--- src/rtl/uart_bus_decoder.sv ---
// rtl/uart_bus_decoder.sv - Bus-to-UART register decoder with per-channel transmit sequencer
module uart_bus_decoder #(
  parameter int         NUM_CH     = 2,
  parameter logic [3:0] BASE_NIB   = 4'h2,
  parameter int         TX_TIMEOUT = 16
) (
  input  logic                clk_i,
  input  logic                rst_n_i,
  input  logic [31:0]         addr_i,
  input  logic                we_i,
  input  logic                re_i,
  input  logic [31:0]         wdata_i,
  output logic [31:0]         rdata_o,
  output logic                rvalid_o,
  output logic                err_o,
  output logic [8*NUM_CH-1:0] tx_data_o,
  output logic [NUM_CH-1:0]   tx_start_o,
  input  logic [NUM_CH-1:0]   tx_busy_i,
  input  logic [8*NUM_CH-1:0] rx_data_i,
  input  logic [NUM_CH-1:0]   rx_valid_i
);

  typedef enum logic [1:0] {S_IDLE, S_START, S_WAIT_BUSY, S_WAIT_DONE} tx_state_e;

  localparam logic [3:0] OFF_CTRL   = 4'h0;
  localparam logic [3:0] OFF_TXDATA = 4'h8;
  localparam logic [3:0] OFF_RXDATA = 4'hC;
  localparam logic [3:0] NUM_CH_L   = 4'(NUM_CH);
  localparam int         CNT_W      = $clog2(TX_TIMEOUT + 1);
  localparam logic [CNT_W-1:0] CNT_LAST = CNT_W'(TX_TIMEOUT - 1);

  logic [3:0] ch;
  logic [3:0] off;
  logic       hit;
  logic       access;
  logic       off_ok;
  logic       ch_ok;
  logic       acc_ok;
  logic       acc_bad;
  logic [4*NUM_CH-1:0] ctrl_flat;
  logic [8*NUM_CH-1:0] rx_flat;
  logic [31:0]         rd_mux;
  logic                unused_bits;

  assign ch      = addr_i[11:8];
  assign off     = addr_i[3:0];
  assign hit     = (addr_i[15:12] == BASE_NIB) && (addr_i[7:4] == 4'h1);
  assign access  = we_i | re_i;
  assign off_ok  = (off == OFF_CTRL) || (off == OFF_TXDATA) || (off == OFF_RXDATA);
  assign ch_ok   = ch < NUM_CH_L;
  assign acc_ok  = hit & access & off_ok & ch_ok;
  assign acc_bad = hit & access & ~(off_ok & ch_ok);

  assign unused_bits = ^{addr_i[31:16], wdata_i[31:8]};

  for (genvar c = 0; c < NUM_CH; c++) begin : g_ch
    localparam logic [3:0] CH_IDX = 4'(c);

    tx_state_e        state_q;
    tx_state_e        state_d;
    logic [CNT_W-1:0] cnt_q;
    logic             send_q;
    logic             new_rx_q;
    logic             txerr_q;
    logic             overrun_q;
    logic [7:0]       txd_q;
    logic [7:0]       rxd_q;
    logic             sel;
    logic             wr_ctrl;
    logic             wr_txd;
    logic             start_pulse;
    logic             timeout;
    logic             done;

    assign sel     = acc_ok & we_i & (ch == CH_IDX);
    assign wr_ctrl = sel & (off == OFF_CTRL);
    assign wr_txd  = sel & (off == OFF_TXDATA);

    always_ff @(posedge clk_i or negedge rst_n_i) begin
      if (!rst_n_i) state_q <= S_IDLE;
      else          state_q <= state_d;
    end

    always_comb begin
      state_d = state_q;
      case (state_q)
        S_IDLE:      if (send_q) state_d = S_START;
        S_START:     state_d = S_WAIT_BUSY;
        S_WAIT_BUSY: begin
          if (tx_busy_i[c])              state_d = S_WAIT_DONE;
          else if (cnt_q == CNT_LAST)    state_d = S_IDLE;
        end
        S_WAIT_DONE: if (!tx_busy_i[c]) state_d = S_IDLE;
        default:     state_d = S_IDLE;
      endcase
    end

    always_comb begin
      start_pulse = 1'b0;
      timeout     = 1'b0;
      done        = 1'b0;
      case (state_q)
        S_START:     start_pulse = 1'b1;
        S_WAIT_BUSY: timeout     = !tx_busy_i[c] && (cnt_q == CNT_LAST);
        S_WAIT_DONE: done        = !tx_busy_i[c];
        default:     ;
      endcase
    end

    // Hardware set/clear events take priority over software writes to the same bit.
    always_ff @(posedge clk_i or negedge rst_n_i) begin
      if (!rst_n_i) begin
        cnt_q     <= '0;
        send_q    <= 1'b0;
        new_rx_q  <= 1'b0;
        txerr_q   <= 1'b0;
        overrun_q <= 1'b0;
        txd_q     <= 8'h00;
        rxd_q     <= 8'h00;
      end else begin
        cnt_q <= (state_q == S_WAIT_BUSY) ? cnt_q + 1'b1 : '0;

        if (timeout || done)                                  send_q <= 1'b0;
        else if (wr_ctrl && wdata_i[0] && state_q == S_IDLE)  send_q <= 1'b1;

        if (timeout)                        txerr_q <= 1'b1;
        else if (wr_ctrl && wdata_i[2])     txerr_q <= 1'b0;

        if (rx_valid_i[c])                  new_rx_q <= 1'b1;
        else if (wr_ctrl && !wdata_i[1])    new_rx_q <= 1'b0;

        if (rx_valid_i[c] && new_rx_q)      overrun_q <= 1'b1;
        else if (wr_ctrl && wdata_i[3])     overrun_q <= 1'b0;

        if (rx_valid_i[c])                  rxd_q <= rx_data_i[8*c +: 8];
        if (wr_txd && state_q == S_IDLE)    txd_q <= wdata_i[7:0];
      end
    end

    assign ctrl_flat[4*c +: 4] = {overrun_q, txerr_q, new_rx_q, send_q};
    assign rx_flat[8*c +: 8]   = rxd_q;
    assign tx_data_o[8*c +: 8] = txd_q;
    assign tx_start_o[c]       = start_pulse;
  end

  always_comb begin
    rd_mux = 32'h0;
    for (int c = 0; c < NUM_CH; c++) begin
      if (ch == 4'(c)) begin
        case (off)
          OFF_CTRL:   rd_mux = {28'h0, ctrl_flat[4*c +: 4]};
          OFF_TXDATA: rd_mux = {24'h0, tx_data_o[8*c +: 8]};
          OFF_RXDATA: rd_mux = {24'h0, rx_flat[8*c +: 8]};
          default:    rd_mux = 32'h0;
        endcase
      end
    end
  end

  // Read data is sampled from current state, so a same-cycle write returns the old value.
  always_ff @(posedge clk_i or negedge rst_n_i) begin
    if (!rst_n_i) begin
      rdata_o  <= 32'h0;
      rvalid_o <= 1'b0;
      err_o    <= 1'b0;
    end else begin
      rvalid_o <= acc_ok & re_i;
      rdata_o  <= (acc_ok & re_i) ? rd_mux : 32'h0;
      err_o    <= acc_bad;
    end
  end

endmodule

--- config.mk ---
export PLATFORM = sky130hd
export DESIGN_NAME = uart_bus_decoder
export DESIGN_NICKNAME = d
export VERILOG_FILES = /design/src/rtl/uart_bus_decoder.sv
export SDC_FILE = /design/constraint.sdc
export NUM_CORES = 1
export LEC_CHECK = 0
export ABC_AREA = 1
export CAP_MARGIN = 20
export CORE_MARGIN = 2
export CORE_UTILIZATION = 46
export DETAILED_ROUTE_END_ITERATION = 16
export PLACE_DENSITY = 0.86
export SLEW_MARGIN = 30
export SYNTH_ARGS = -nofsm -noshare
export SYNTH_HDL_FRONTEND = slang
export SYNTH_SLANG_ARGS = --single-unit
--- constraint.sdc ---
create_clock -name clk_i -period 2.4 [get_ports clk_i]
set_clock_uncertainty 0.1 [all_clocks]
set_input_delay 0.72 -clock clk_i [delete_from_list [all_inputs] [get_ports clk_i]]
set_output_delay 0.72 -clock clk_i [all_outputs]
set_load 0.1 [all_outputs]
==> results by group, run 1 <==
Place
  – Setup Slack @ Placement: -95.8 ps
  – Placed instance area: 0.00413 mm2
  – Input/output buffers: 75
  – DP Wirelength: 6050 um
  – Routability congestion estimate: 0.905

Critical path
  – Slowest cell on crit path: clkdlybuf4s50_1
  – Crit-path cells: clkdlybuf4s50_1, nor2_4, nand3_1, buf_4, o21ai_0, nand2_1, a21oi_1
  – Startpoint types: primary input
  – Critical Path RT: 2560 ps
  – Endpoint class of the critical path: flip-flop
  – Critical path fanouts, max: 6
  – Critical Path Max Stage Delay: 470 ps
  – Setup CP Type: in2reg
  – Worst r2r src: g_ch[0].cnt_q[0]
  – Critical path startpoint: addr_i[1]
  – Top delay family on crit path: buffers and inverters
  – Buf/Inv on CP: 2
  – CP arrival: 2360 ps

Yosys
  – Count of different cell masters after synthesis: 27
  – Top-area cell type share of the netlist area: 49.2%
  – Synthesized instance count: 405
  – Area leader, netlist: dfrtp_1
  – Combinational family with the most area after synthesis: simple AND/OR/NAND/NOR gates
  – Mapped Area: 0.00326 mm2
  – Mean Syn Cell Area: 8.04 um2
  – YS warnings: 0
  – Synth Area in Compound Gates: 10.3%
  – Mux cell area share after synthesis: 0%
  – Post-synthesis xor/xnor area fraction: 0%
  – Synth Area in Adders: 1.54%
  – Share of the yosys chip area belonging to registers: 49.2%
  – Post-Synth Simple-Gate Area: 25.5%
  – Flops & latches, synth: 64
  – Area contributors post-synth: dfrtp_1, nand2_1, buf_4, inv_1, o21ai_0

Power and ir drop
  – Peak supply drop: 0.000849 V
  – Flop pwr share: 39.0%
  – Psw: 1.11 mW
  – Sw Ratio: 35.3%
  – Cell-internal power: 2.03 mW
  – Pwr/cell area: 723 mW/mm2
  – Combinational power share: 28.3%
  – Clock power frac: 32.6%
  – Lkg Pwr: 2.20 nW

Final layout
  – # fillers: 581
  – Share of cells above drive strength 1: 16.1%
  – Area delta synth->final: 33.5%
  – Footprint of the multi-input gates: 0.00130 mm2
  – Final Util: 63.6%
  – Design area: 0.00435 mm2
  – N_diodes: 0
  – Final #Nets: 595
  – Sequential cell area: 0.00160 mm2

Detailed routing
  – Post-route ant nets: 0
  – DRT iter0 DRCs: 240
  – Drt drc: 0
  – WL final: 7880 um
  – Vias: 2911
  – Avg Vias per Cell: 4.82
  – Pre-antenna DRT Iters: 5
  – Wire length per cell: 13.0 um

STA
  – Hold Worst Slack: 303 ps
  – Max Fclk: 455 MHz
  – Final period utilization: 91.5%
  – Hold Fails Final Rpt: 0
  – RSZ-0062 raised after global routing: false
  – # setup viols final: 0
  – Max-slew violations: 0
  – Worst rel slew slack: 62.9%
  – PnR worst setup slack: 204 ps
  – Post-layout minimum cycle time: 2200 ps
  – Worst Tran Pin Value: 554 ps

Clocking
  – Post-CTS Setup Inserts: 0
  – TritonCTS clock tree: done
  – Clock slew at reported path FFs: 70 ps
  – Resize count post-CTS: 0
  – Root Buffer Master: clkbuf_8
  – H-tree levels: 3
  – Sink Count: 64
  – Hold bufs inserted after CTS: 0
  – Max Root-Sink Buffers: 2
  – Num CTS Buffers: 9
  – Worst-Skew Late Latency: 350 ps

GRT
  – GR Util met1: 25.9%
  – Met3 Use GR: 5.00%
  – Met2 Use GR: 36.4%
  – Largest net degree at the start of global routing: 34
  – Global route total overflow: 0
  – GR Util All Layers: 21.2%
  – GRT busiest layer: met2
  – Via count of the first global-routing pass: 2831
  – Initial antenna violation count: 0
  – First-pass GRT wire length: 12500 um

Run
  – Max Cap Viol: 0

Die
  – Die Span Y: 88.1 um
  – Starting density of the core: 47.7%
  – Core area: 0.00683 mm2
  – I/O pin cnt: 140
  – DIE AREA: 0.00777 mm2
  – Die width: 88.1 um
  – Row count: 30

Status
  – Status: completed

Min path
  – HP Class: in2async
flip-flops by register name, summed over array words and instances (netlist names), 2 cells and up:
name	flops
rdata_o	8
g_ch.txerr_q	2
g_ch.cnt_q	10
g_ch.txd_q	16
g_ch.new_rx_q	2
g_ch.state_q	4
g_ch.overrun_q	2
g_ch.rxd_q	16
g_ch.send_q	2
worst reg2reg max path, cell delays in order (launching register included):
cell and delay (ps):
dfrtp_1 370, ha_1 180, nand2_1 80, nor2_1 100, ha_1 170, inv_1 60
a31oi_1 260, nor2_1 80, a31oi_1 140
worst paths after layout:
| path | end | depth (start not counted) | slack, ps |
|---|---|---|---|
| max | rdata_o[7] | 7 | 200 |
| min | g_ch[1].rxd_q[6] | 2 | 300 |
| max reg2reg | g_ch[0].state_q[0] | 8 | 800 |
| min reg2reg | g_ch[1].cnt_q[0] | 1 | 360 |
| max in group asynchronous | g_ch[0].txd_q[2] | 2 | 1590 |
| min in group clk_i | g_ch[1].cnt_q[0] | 1 | 360 |
metrics by stage:
stage,std cells,TNS (ps),power [mW]
after floorplan,428,0,1.90
after global placement,588,-74.6,2.11
after detailed placement,588,-612,2.14
after CTS,604,0,3.16
after global routing,604,0,3.30
final,604,0,3.14
logic make-up (layout without fill, tap and decap cells):
kind of cell | count (synthesis) | in the layout
DFF | 64 | 64
adders and majority gates | 4 | 4
AOI/OAI and AO/OA | 59 | 59
other | 1 | 24
and+or+nand+nor | 190 | 190
buffers and inverters | 87 | 167
power groups by stage:
| stage | logic [mW] | registers (mW) | clock network [mW] |
|---|---|---|---|
| 2_1_floorplan | 0.667 | 1.23 | 0 |
| 3_3_place_gp | 0.867 | 1.24 | 0 |
| 3_5_place_dp | 0.889 | 1.25 | 0 |
| 4_1_cts | 0.893 | 1.23 | 1.04 |
| 5_1_grt | 0.984 | 1.24 | 1.08 |
| 6_report | 0.891 | 1.23 | 1.03 |
per-layer routing:
metal  wire [um]  vias to the layer above
li1            -                     1427
met1        3290                     1361
met2        3860                      102
met3         538                       21
met4         193                        0
met5           0                        -
Yosys cell counts:
master and n:
nand2_1 117, dfrtp_1 64, inv_1 52, o21ai_0 31, nor2_1 29, nand3_1 28
buf_4 27, a21oi_1 9, a211oi_1 6, clkbuf_1 6, o211ai_1 6, a31oi_1 4
ha_1 4, nor2_4 4, nand3_2 3, nor2_2 2, nor3_1 2, o21ai_1 2
buf_2 1, buf_6 1, conb_1 1, nand2_2 1, nand2_4 1, nand3b_1 1
nand4_2 1, nor4_1 1, o21ai_2 1
cell type report:
class	instances	area share (%)
flip-flops and latches	64	36.8
multi-input cells	277	30.0
repair buffers	99	20.8
inverters	52	4.49
clock buffers	10	3.17
well taps	96	2.76
clock inverters	6	1.90
cells in the final DEF, fill, tap and decap left out, types with 2 or more instances in the layout:
master and instances:
a211oi_1 6, dfrtp_1 64, inv_1 52, conb_1 24, buf_4 48, clkdlybuf4s50_1 46
nand2_1 117, nor2_2 2, nor2_4 4, o211ai_1 6, nor3_1 2, ha_1 4
clkbuf_8 10, o21ai_0 31, nor2_1 29, clkinv_2 3, buf_12 4, nand3_2 3
a21oi_1 9, nand3_1 28, o21ai_1 2, bufinv_16 2, a31oi_1 4
Power figures use the tool's default switching activity.
==> run 2: changes to the inputs <==
--- a/config.mk
+++ b/config.mk
@@ -6,12 +6,11 @@
 export NUM_CORES = 1
 export LEC_CHECK = 0
 export ABC_AREA = 1
-export CAP_MARGIN = 20
 export CORE_MARGIN = 2
 export CORE_UTILIZATION = 46
 export DETAILED_ROUTE_END_ITERATION = 16
 export PLACE_DENSITY = 0.86
-export SLEW_MARGIN = 30
+export SLEW_MARGIN = 20
 export SYNTH_ARGS = -nofsm -noshare
 export SYNTH_HDL_FRONTEND = slang
 export SYNTH_SLANG_ARGS = --single-unit
==> results of run 2 <==
Final layout, timing and power as in run 1 (identical DEF).
==> run 3: changes to the inputs <==
--- a/config.mk
+++ b/config.mk
@@ -7,9 +7,10 @@
 export LEC_CHECK = 0
 export ABC_AREA = 1
 export CORE_MARGIN = 2
-export CORE_UTILIZATION = 46
+export CORE_UTILIZATION = 47
+export CTS_BUF_LIST = sky130_fd_sc_hd__clkbuf_8
 export DETAILED_ROUTE_END_ITERATION = 16
-export PLACE_DENSITY = 0.86
+export PLACE_DENSITY = 0.88
 export SLEW_MARGIN = 20
 export SYNTH_ARGS = -nofsm -noshare
 export SYNTH_HDL_FRONTEND = slang
==> results by group, run 3 (synthesis gave the netlist of run 1 again) <==
Status
  – Status: completed

Die
  – Die width: 87.2 um
  – DIE AREA: 0.00761 mm2
  – Die Span Y: 87.2 um
  – I/O pin cnt: 140
  – Row count: 30
  – Starting density of the core: 48.2%
  – Core area: 0.00676 mm2

Final layout
  – # fillers: 549
  – Sequential cell area: 0.00160 mm2
  – Area delta synth->final: 33.1%
  – Footprint of the multi-input gates: 0.00130 mm2
  – Most frequent cells in the layout: nand2_1, dfrtp_1, inv_1, clkdlybuf4s50_1, buf_4
  – Design area: 0.00433 mm2
  – N_diodes: 0
  – Largest regs: g_ch.rxd_q x16, g_ch.txd_q x16, g_ch.cnt_q x10
  – Commonest non-fill, non-tap cell in the layout: nand2_1
  – Share of cells above drive strength 1: 15.6%
  – Final #Nets: 595

Detailed routing
  – DRT iter0 DRCs: 209
  – Wire length per cell: 13.6 um
  – Vias: 2965
  – Drt drc: 0
  – Avg Vias per Cell: 5.05
  – Post-route ant nets: 0
  – Pre-antenna DRT Iters: 4
  – WL final: 7990 um

GRT
  – Global route total overflow: 0
  – GR Util All Layers: 22.0%
  – First-pass GRT wire length: 12800 um
  – Largest net degree at the start of global routing: 26
  – Initial antenna violation count: 0
  – Via count of the first global-routing pass: 2937

STA
  – Final period utilization: 90.2%
  – Post-layout minimum cycle time: 2160 ps
  – RSZ-0062 raised after global routing: false
  – Worst rel slew slack: 63.3%
  – Max-slew violations: 0
  – # setup viols final: 0
  – Max Fclk: 462 MHz
  – PnR worst setup slack: 235 ps
  – Worst Tran Pin Value: 549 ps
  – Setup TNS: 0 ps
  – Hold Fails Final Rpt: 0

Critical path
  – Critical Path End: rdata_o[0]
  – Endpoint class of the critical path: flip-flop
  – Reg2Reg Depth: 8
  – Critical path fanouts, max: 8
  – CP arrival: 2310 ps
  – Startpoint types: primary input
  – Crit-path cells: clkdlybuf4s50_1, nor2_4, nand3_1, inv_1, nand2_1, o211ai_1, nand2_1, nand2_1, nand2_1, nor2_1
  – Critical Path Max Stage Delay: 450 ps
  – Slowest cell on crit path: clkdlybuf4s50_1
  – Setup CP Type: in2reg
  – Critical Path RT: 2550 ps
  – Flop2flop setup slack: 770 ps
  – Reg-to-reg critical path endpoint: g_ch[0].state_q[0]
  – Most common cell on crit path: nand2_1
  – Worst r2r src: g_ch[0].cnt_q[0]
  – Critical path startpoint: addr_i[1]

Place
  – DP Wirelength: 6190 um
  – Placed instance area: 0.00414 mm2
  – Setup Slack @ Placement: -60.9 ps
  – Routability congestion estimate: 0.928
  – Input/output buffers: 75

Clocking
  – Resize count post-CTS: 0
  – Clock slew at reported path FFs: 70 ps
  – Root Buffer Master: clkbuf_8
  – Post-CTS Setup Inserts: 0
  – Max Root-Sink Buffers: 2
  – Hold bufs inserted after CTS: 0
  – Sink Count: 64
  – H-tree levels: 3
  – TritonCTS clock tree: done
  – Worst-Skew Late Latency: 340 ps
  – Num CTS Buffers: 9

Run
  – Max Cap Viol: 0

Power and ir drop
  – Lkg Pwr: 2.19 nW
  – Peak supply drop: 0.000716 V
  – Pwr/cell area: 697 mW/mm2

Min path
  – HP Class: in2async
run 3: changes by cell type in the layout (fill, tap and decap cells not counted):
cell,delta
bufinv_16,-1
clkinv_2,-2
buf_4,-3
inv_1,+2
buf_12,+3
run 3: critical path: cells and delay by family:
family / cells / cell delay (ps)
AND/OR/NAND/NOR: 7 / 760
buffers and inverters: 2 / 730
AO/OA/AOI/OAI: 1 / 100
run 3: cell type report:
| cell class | count | share of cell area (%) |
|---|---|---|
| sequential | 64 | 37.0 |
| multi-input combinational | 277 | 30.1 |
| tap | 80 | 2.31 |
| inverter | 52 | 4.51 |
| clock buffer | 10 | 3.18 |
| clock inverter | 5 | 1.16 |
| timing repair buffer | 99 | 21.8 |
run 3: worst min path at each step:
| stage | depth (start not counted) | slack, ps | to |
|---|---|---|---|
| 2_1_floorplan | 0 | 320 | err_o |
| 3_3_place_gp | 1 | 340 | g_ch[0].cnt_q[0] |
| 3_5_place_dp | 1 | 360 | g_ch[0].cnt_q[0] |
| 4_1_cts | 1 | 260 | g_ch[1].rxd_q[5] |
| 5_1_grt | 1 | 290 | rdata_o[5] |
| 6_report | 1 | 250 | rdata_o[3] |
run 3: power by group:
part	internal (mW)	switching, mW
Sequential	1.16	0.0652
Combinational	0.269	0.633
Clock	0.493	0.394
Total	1.92	1.09
run 3: per-stage QoR:
step	instances	hold slack [ps]	util [%]	power [mW]
after global placement	572	343	61.3	2.11
after CTS	587	260	64.1	3.03
final	587	249	64.1	3.02
after detailed placement	572	357	61.3	2.14
after floorplan	428	324	-	1.90
after global routing	587	285	64.1	3.17
run 3: layer usage:
layer / GRT usage, % / vias to the layer above / part of all wire (%)
li1: - / 1429 / -
met3: 5.97 / 21 / 7.8
met4: 10.8 / 0 / 2.8
met5: 0 / - / 0
met2: 38.1 / 131 / 50
met1: 24.9 / 1384 / 40
